**src/rtl/tone_gen_pkg.sv**
```systemverilog
// tone_gen shared types, constants and fixed-point helpers.
// DTMF constants are Q2.30 COEF and amplitude-1000 SEED at 8 kHz.
package tone_gen_pkg;

  localparam int W         = 40;
  localparam int FRAC      = 24;
  localparam int COEF_FRAC = 30;
  localparam int RW        = W - FRAC + 1;

  typedef logic signed [W-1:0] state_t;
  typedef logic signed [31:0]  coef_t;
  typedef logic signed [RW-1:0] rnd_t;
  typedef logic signed [11:0]  smp_t;

  typedef enum logic {
    IDLE,
    RUN
  } fsm_t;

  localparam coef_t  COEF_697  = 32'sd1833666933;
  localparam state_t SEED_697  = 40'sd8732373156;
  localparam coef_t  COEF_1209 = 32'sd1249947152;
  localparam state_t SEED_1209 = 40'sd13642426745;

  // One extra bit so the rounding add cannot wrap.
  function automatic rnd_t round_shift(input state_t s);
    logic signed [W:0] t;
    t = $signed({s[W-1], s})
      + $signed({{(W-FRAC+1){1'b0}}, 1'b1, {(FRAC-1){1'b0}}});
    return rnd_t'(t >>> FRAC);
  endfunction

  function automatic smp_t sat12(input rnd_t v);
    if (v > rnd_t'(2047)) begin
      return 12'sd2047;
    end else if (v < rnd_t'(-2048)) begin
      return -12'sd2048;
    end else begin
      return smp_t'(v);
    end
  endfunction

endpackage

```
**src/rtl/tone_resonator.sv**
```systemverilog
// Free-running second-order oscillator: s1' = COEF*s1 >>> 30 - s2.
// load seeds the state, step advances it by one sample.
module tone_resonator
  import tone_gen_pkg::*;
#(
  parameter coef_t  COEF = COEF_697,
  parameter state_t SEED = SEED_697
) (
  input  logic   clk,
  input  logic   rst,
  input  logic   load,
  input  logic   step,
  output state_t s1
);

  state_t r_s1;
  state_t r_s2;

  logic signed [W+31:0] w_prod;
  state_t               w_trunc;
  state_t               w_next;

  assign w_prod  = $signed({{32{r_s1[W-1]}}, r_s1})
                 * $signed({{W{COEF[31]}}, COEF});
  assign w_trunc = state_t'(w_prod >>> COEF_FRAC);
  assign w_next  = w_trunc - r_s2;

  always_ff @(posedge clk or posedge rst) begin
    if (rst) begin
      r_s1 <= '0;
      r_s2 <= '0;
    end else if (load) begin
      r_s1 <= SEED;
      r_s2 <= '0;
    end else if (step) begin
      r_s1 <= w_next;
      r_s2 <= r_s1;
    end
  end

  assign s1 = r_s1;

endmodule

```
**src/rtl/tone_gen.sv**
```systemverilog
// Burst sine-tone generator feeding the Goertzel x input / DAC path.
// TONE_GEN_DUAL_EN adds a second resonator and sums a DTMF pair.
module tone_gen
  import tone_gen_pkg::*;
#(
  parameter coef_t  COEF   = COEF_697,
  parameter state_t SEED   = SEED_697
`ifdef TONE_GEN_DUAL_EN
  ,
  parameter coef_t  COEF_B = COEF_1209,
  parameter state_t SEED_B = SEED_1209
`endif
) (
  input  logic              clk,
  input  logic              rst,
  input  logic              en,
  input  logic              start,
  input  logic [15:0]       len,
  output logic signed [11:0] x,
  output logic              valid,
  output logic              busy,
  output logic              done
);

  fsm_t        r_fsm;
  logic [15:0] r_cnt;
  smp_t        r_x;
  logic        r_valid;
  logic        r_busy;
  logic        r_done;

  logic   w_load;
  logic   w_step;
  state_t w_s1_a;
  smp_t   w_sample;

  assign w_load = (r_fsm == IDLE) && start && (len != 16'd0);
  assign w_step = (r_fsm == RUN) && en;

  tone_resonator #(
    .COEF (COEF),
    .SEED (SEED)
  ) u_res_a (
    .clk  (clk),
    .rst  (rst),
    .load (w_load),
    .step (w_step),
    .s1   (w_s1_a)
  );

`ifdef TONE_GEN_DUAL_EN
  state_t             w_s1_b;
  logic signed [12:0] w_sum;

  tone_resonator #(
    .COEF (COEF_B),
    .SEED (SEED_B)
  ) u_res_b (
    .clk  (clk),
    .rst  (rst),
    .load (w_load),
    .step (w_step),
    .s1   (w_s1_b)
  );

  // Each tone is clamped to 12 bits so the 13-bit sum cannot wrap.
  assign w_sum    = 13'(sat12(round_shift(w_s1_a)))
                  + 13'(sat12(round_shift(w_s1_b)));
  assign w_sample = sat12(rnd_t'(w_sum));
`else
  assign w_sample = sat12(round_shift(w_s1_a));
`endif

  always_ff @(posedge clk or posedge rst) begin
    if (rst) begin
      r_fsm   <= IDLE;
      r_cnt   <= '0;
      r_x     <= '0;
      r_valid <= 1'b0;
      r_busy  <= 1'b0;
      r_done  <= 1'b0;
    end else begin
      r_valid <= 1'b0;
      r_done  <= 1'b0;
      unique case (r_fsm)
        IDLE: begin
          r_x <= '0;
          if (start) begin
            if (len != 16'd0) begin
              r_cnt  <= len;
              r_busy <= 1'b1;
              r_fsm  <= RUN;
            end else begin
              r_done <= 1'b1;
            end
          end
        end
        RUN: begin
          if (en) begin
            r_x     <= w_sample;
            r_valid <= 1'b1;
            r_cnt   <= r_cnt - 16'd1;
            if (r_cnt == 16'd1) begin
              r_done <= 1'b1;
              r_busy <= 1'b0;
              r_fsm  <= IDLE;
            end
          end
        end
        default: r_fsm <= IDLE;
      endcase
    end
  end

  assign x     = r_x;
  assign valid = r_valid;
  assign busy  = r_busy;
  assign done  = r_done;

endmodule

```
**config.mk**
```make
export PLATFORM = sky130hd
export DESIGN_NAME = tone_gen
export DESIGN_NICKNAME = d
export VERILOG_FILES = /design/src/rtl/tone_gen_pkg.sv /design/src/rtl/tone_resonator.sv /design/src/rtl/tone_gen.sv
export SDC_FILE = /design/constraint.sdc
export NUM_CORES = 2
export LEC_CHECK = 0
export BUFFER_PORTS_ARGS = -buffer_cell sky130_fd_sc_hd__buf_4
export CAP_MARGIN = 20
export CORE_UTILIZATION = 39
export DETAILED_ROUTE_END_ITERATION = 10
export PLACE_DENSITY = 0.54
export REMOVE_ABC_BUFFERS = 1
export SLEW_MARGIN = 20
export SYNTH_ARGS = -nofsm -noshare
export SYNTH_HDL_FRONTEND = slang
export SYNTH_SLANG_ARGS = --single-unit
```
**constraint.sdc**
```tcl
create_clock -name clk -period 30.2 [get_ports clk]
set_input_delay 6.04 -clock clk [delete_from_list [all_inputs] [get_ports clk]]
set_output_delay 6.04 -clock clk [all_outputs]
set_load 0.02 [all_outputs]
```
-- Word-level counts from Yosys, hierarchy flattened
Index checks and enable logic that the tools add are counted.
- logic and storage cells: 56
- latch bits: 0
- memory bits (read-only): 0
- register bits after elaboration: 112
- memory bits (writable): 0
- input port bits: 20
- output and inout bits: 15
- memories: 0
- multipliers: 1
- magnitude comparators: 2
- shifts and indexed selects: 0
- reductions and logical operators: 7
- equal/unequal tests: 5
- bitwise logic cells: 1
- mux-type cells: 29
- add/subtract/negate cells: 3
- divide/modulo/power cells: 0
- operators with widths (cell ; number):
    2-to-1 mux 40 bit ; 4
    multiplier 40 x 32 -> 70 bit, second input constant ; 1
    2-to-1 mux 16 bit ; 3
    adder 40 x 25 -> 41 bit, second input constant ; 1
    subtractor 40 bit ; 1
    2-to-1 mux 12 bit ; 3
    one-hot mux 16 bit (2 select lines) ; 1
    one-hot mux 12 bit (2 select lines) ; 1
    > comparator 17 x 12 -> 1 bit, second input constant ; 1
    < comparator 17 x 12 -> 1 bit, second input constant ; 1
    == test 16 x 1 -> 1 bit, second input constant ; 1
    nonzero test 16 bit ; 1
    subtractor 16 x 1 -> 16 bit, second input constant ; 1
    2-to-1 mux 1 bit ; 14
    one-hot mux 1 bit (2 select lines) ; 3
    inequality test 2 x 1 -> 1 bit, second input constant ; 2
    inequality test 2 bit, second input constant ; 2
    AND reduction 4 bit ; 1
    logical AND 1 bit ; 3
    AND reduction 3 bit ; 1
    nonzero test 2 bit ; 1
    inverter 1 bit ; 1

-- Depth between registers and ports, before layout
- depth in word-level cells: 6
- mapped depth: 44
- depth with buffers taken out: 43

-- By module
Synthesis repeated with hierarchy kept, for this count alone.
- cell total of the unflattened synthesis: 3120
- area, all modules: 30501.8 um2
- modules (own cells, without submodules) (module ; cells each ; seq. area each (um2) ; times used ; area each (um2)):
    tone_resonator ; 2856 ; 2001.9 ; 1 ; 28367.2
    tone_gen ; 264 ; 800.8 ; 1 ; 2134.5

-- Worst setup path before layout
No wires, ideal clock.
- path type: flip-flop to flip-flop
- from: register u_res_a.r_s1[39] (netlist: u_res_a.s1[39])
- to: register u_res_a.r_s1[38] (netlist: u_res_a.s1[38])
- required time: 30.070 ns
- slack: 20.466 ns
- stages on the path, launching flop included: 34
- buffers on the path: 1
- arrival: 9.604 ns
- cells stage by stage: dfrtp_1 -> ha_1 -> inv_1 -> ha_1 -> fa_1 -> fa_1 -> fa_1 -> fa_1 -> fa_1 -> fa_1 -> ha_1 -> clkdlybuf4s25_1 -> a21oi_1 -> o21ai_0 -> o21bai_2 -> a221o_2 -> a21oi_2 -> inv_2 -> a21oi_2 -> xnor2_1 -> ha_1 -> nand3_1 -> nor4_1 -> nand3_1 -> a211oi_1 -> a21oi_1 -> a31oi_1 -> nor2_1 -> nor2b_1 -> o21ai_1 -> a2111oi_0 -> o21ai_1 -> mux2i_1 -> o21ai_1
- longest elaborated chain between the ends: 4
- ends and longest elaborated chain (what ; line ; RTL):
    start: declaration ; tone_resonator.sv:16 ; state_t r_s1;
    start signal: assignment ; tone_resonator.sv:36 ; r_s1 <= w_next;
    multiplier 40 x 32 -> 70 bit ; tone_resonator.sv:24 ; * $signed({{W{COEF[31]}}, COEF});
    subtractor 40 bit ; tone_resonator.sv:26 ; assign w_next = w_trunc - r_s2;
    2-to-1 mux 40 bit ; tone_resonator.sv:35 ; end else if (step) begin
    2-to-1 mux 40 bit ; tone_resonator.sv:32 ; end else if (load) begin
Every way passes these cells. The select of a mux whose other input is x is not followed.
A chain may end at the register's enable or synchronous reset.

-- Worst setup path after layout
- from: register u_res_a.r_s1[21] (netlist: u_res_a.s1[21])
- to: register u_res_a.r_s1[38] (netlist: u_res_a.s1[38])
Same word-level chain as after synthesis.

==> flow_metrics.env <==
export IMPL_rows=100
export IMPL_syn2layout_area_growth_pct=6.01
export IMPL_crit_fanout=11
export IMPL_worstMarginPinSlew_ns=0.952
export IMPL_maxCapViolations=0
export IMPL_fillers=7467
export IMPL_path_common_cell="fa_1"
export IMPL_synth_edf_count=0
export IMPL_ioPinCount=35
export IMPL_synth_fa_ha_area_share_pct=61.5
export IMPL_cts_setup_buffers=0
export IMPL_grt_max_degree=70
export IMPL_synth_cell_types=74
export IMPL_synth_top_family_by_area="adder cells"
export IMPL_skew_ns=0.0221
export IMPL_gp_congestion=0.951
export IMPL_grt_pass1_vias=22127
export IMPL_antenna_left=0
export IMPL_cts_tree="built"
export IMPL_start_util_pct=39.6
export IMPL_hold_buffers=0
export IMPL_crit_arrival_ns=11.16
export IMPL_layout_drive_gt1_share_pct=3.55
export IMPL_drc=0
export IMPL_grt_setup_unrepaired="false"
export IMPL_die_w_um=277
export IMPL_synthXorXnorAreaFrac_pct=3.02
export IMPL_drtIter0Drc=1158
export IMPL_clock_latency_ns=0.42
export IMPL_synthArstFlopShare_pct=100
export IMPL_synth_top_cell_area_share_pct=40.7
export IMPL_die_h_um=277
export IMPL_cts_sinks=112
export IMPL_ys_seq_area_share_pct=9.48
export IMPL_portBuffers=34
export IMPL_worstSetupPathType="flop to flop"
export IMPL_grt_overflow=0
export IMPL_cp_slowest_cell="dfrtp_1"
export IMPL_first_pass_iters=4
export IMPL_hpwlAfterDp_mm=77.1
export IMPL_final_common_cell="inv_1"
export IMPL_cp_start_kind="flop"
export IMPL_finalWirelength_mm=88.4
export IMPL_endpoint_kind="flop"
export IMPL_cts_made_buffers=9
export IMPL_relSlewSlack_pct=36.5
export IMPL_clockBufferDepth=2
export IMPL_synth_mux_area_share_pct=0.135
export IMPL_critPathRequiredTime_ns=30.50
export IMPL_yosysWarnings=0
export IMPL_reg2reg_slack_ns=19.34
export IMPL_grt_first_pass_wirelength_mm=137
export IMPL_netlist_area_um2=29600
export IMPL_via_count=19918
export IMPL_clk_pin_slew_ns=0.11
export IMPL_finalCritPeriodShare_pct=36.0
export IMPL_critPathMaxStageDelay_ns=0.77
export IMPL_max_clock_freq_mhz=92.1
export IMPL_diodes=0
export IMPL_fin_crit_ns=10.86
export IMPL_syn_avg_cell_area_um2=9.89
export IMPL_synth_compound_area_share_pct=8.44
export IMPL_synthTopCellsByArea="fa_1 41%, ha_1 21%, inv_1 12%"
export IMPL_synthCells=2987
export IMPL_final_nets=4124
export IMPL_core_um2=74700
export IMPL_clock_tree_htree_level_count=3
export IMPL_cts_resized_gates=0
export IMPL_multi_input_area_um2=23000
export IMPL_wl_per_cell_um=22.2
export IMPL_setup_tns_ns=0
export IMPL_synthSimpleGateAreaFrac_pct=4.86
export IMPL_antenna_found_initial=0
export IMPL_setup_viol=0
export IMPL_hold_path_class="flop to flop"
export IMPL_layout_common_cells="940 x inv_1, 601 x fa_1, 490 x ha_1"
export IMPL_hold_violations=0
export IMPL_ff_latch_area_um2=2800
export IMPL_outcome="finished, final reports clean"
export IMPL_ys_ff_latch=112
export IMPL_viasPerCell=5.00
export IMPL_drv_slew=0
export IMPL_grt_total_usage_pct=24.1
export IMPL_synth_top_area_cell="fa_1"
export IMPL_cts_root_buf="clkbuf_16"
export IMPL_die_area_um2=76900
export IMPL_synth_main_ff_cell="dfrtp_1"
-- logic make-up (layout without fill, tap and decap cells) --
kind of cell	after synthesis	after routing
adders and majority gates	1091	1091
buffers and inverters	982	1013
AOI/OAI and AO/OA	394	394
and+or+nand+nor	302	302
DFF	112	112
xor gates and xnor gates	102	102
muxes	4	4
-- path summary, 6_finish.rpt --
check,to,depth (start not counted),from
max in group asynchronous,r_cnt[15],3,rst
min in group asynchronous,u_res_a.s1[28],2,rst
hold / removal,x[0],1,x[0]
setup reg to reg,u_res_a.s1[38],40,u_res_a.s1[21]
hold reg to reg,x[0],1,x[0]
setup / recovery,u_res_a.s1[38],40,u_res_a.s1[21]
-- flip-flops by register name, indices dropped and copies added, names as in the netlist --
signal	cells
valid	1
x	12
u_res_a.r_s2	40
u_res_a.s1	40
r_fsm	1
done	1
busy	1
r_cnt	16
-- critical path, delay by kind of cell (launching register included) --
kind / cells / cell delay, ns
compound gates: 17 / 3.95
xor+xnor: 1 / 0.08
fa+ha+maj: 10 / 4.40
buf+inv: 5 / 0.24
flops: 1 / 0.77
mux: 1 / 0.17
simple gates: 6 / 1.12
-- cell usage after synthesis (3+ instances only) --
cell / n
a211oi_1: 6
a21boi_0: 3
a21o_1: 43
a21oi_1: 114
a21oi_2: 6
a22o_1: 4
a22oi_1: 6
a31oi_1: 7
and2_1: 7
and3_1: 9
clkbuf_1: 31
dfrtp_1: 112
fa_1: 601
ha_1: 490
inv_1: 942
mux2i_1: 4
nand2_1: 110
nand2b_1: 13
nand3_1: 29
nand4_1: 17
nor2_1: 57
nor2b_1: 12
nor3_1: 20
nor4_1: 8
o211ai_1: 15
o21a_1: 9
o21ai_0: 94
o21ai_1: 12
o21bai_1: 6
o22a_1: 4
o22ai_1: 26
o31ai_1: 6
or2_2: 6
or3_1: 6
xnor2_1: 53
xor2_1: 49
-- area by class of cell --
class,count,area share (%)
clock inverters,6,0.320
flip-flops and latches,112,8.95
multi-input cells,1893,73.5
repair buffers,53,1.27
well taps,969,3.87
clock buffers,10,0.731
inverters,944,11.3
-- metrics by stage --
stage | utilization [%] | setup slack [ns] | instance area (um2) | hold slack, ns | std cells
6_report | 41.9 | 19.34 | 31300 | 0.498 | 3987
5_1_grt | 41.9 | 18.47 | 31300 | 0.532 | 3987
4_1_cts | 41.9 | 19.33 | 31300 | 0.498 | 3987
3_5_place_dp | 41.5 | 19.36 | 31000 | 0.473 | 3971
3_3_place_gp | 41.5 | 19.43 | 31000 | 0.467 | 3971
2_1_floorplan | - | 20.66 | 29400 | 0.469 | 2949
-- layer usage --
metal | up-vias | global-route usage [%] | part of all wire [%]
met4 | 0 | 6.14 | 2.5
met3 | 72 | 2.44 | 3.4
met1 | 10244 | 32.8 | 46
li1 | 9224 | - | -
met2 | 378 | 41.0 | 49
met5 | - | 0 | 0
Power is not shown: default switching activity piles up to over one toggle a cycle in this logic, so the estimate is an artifact.
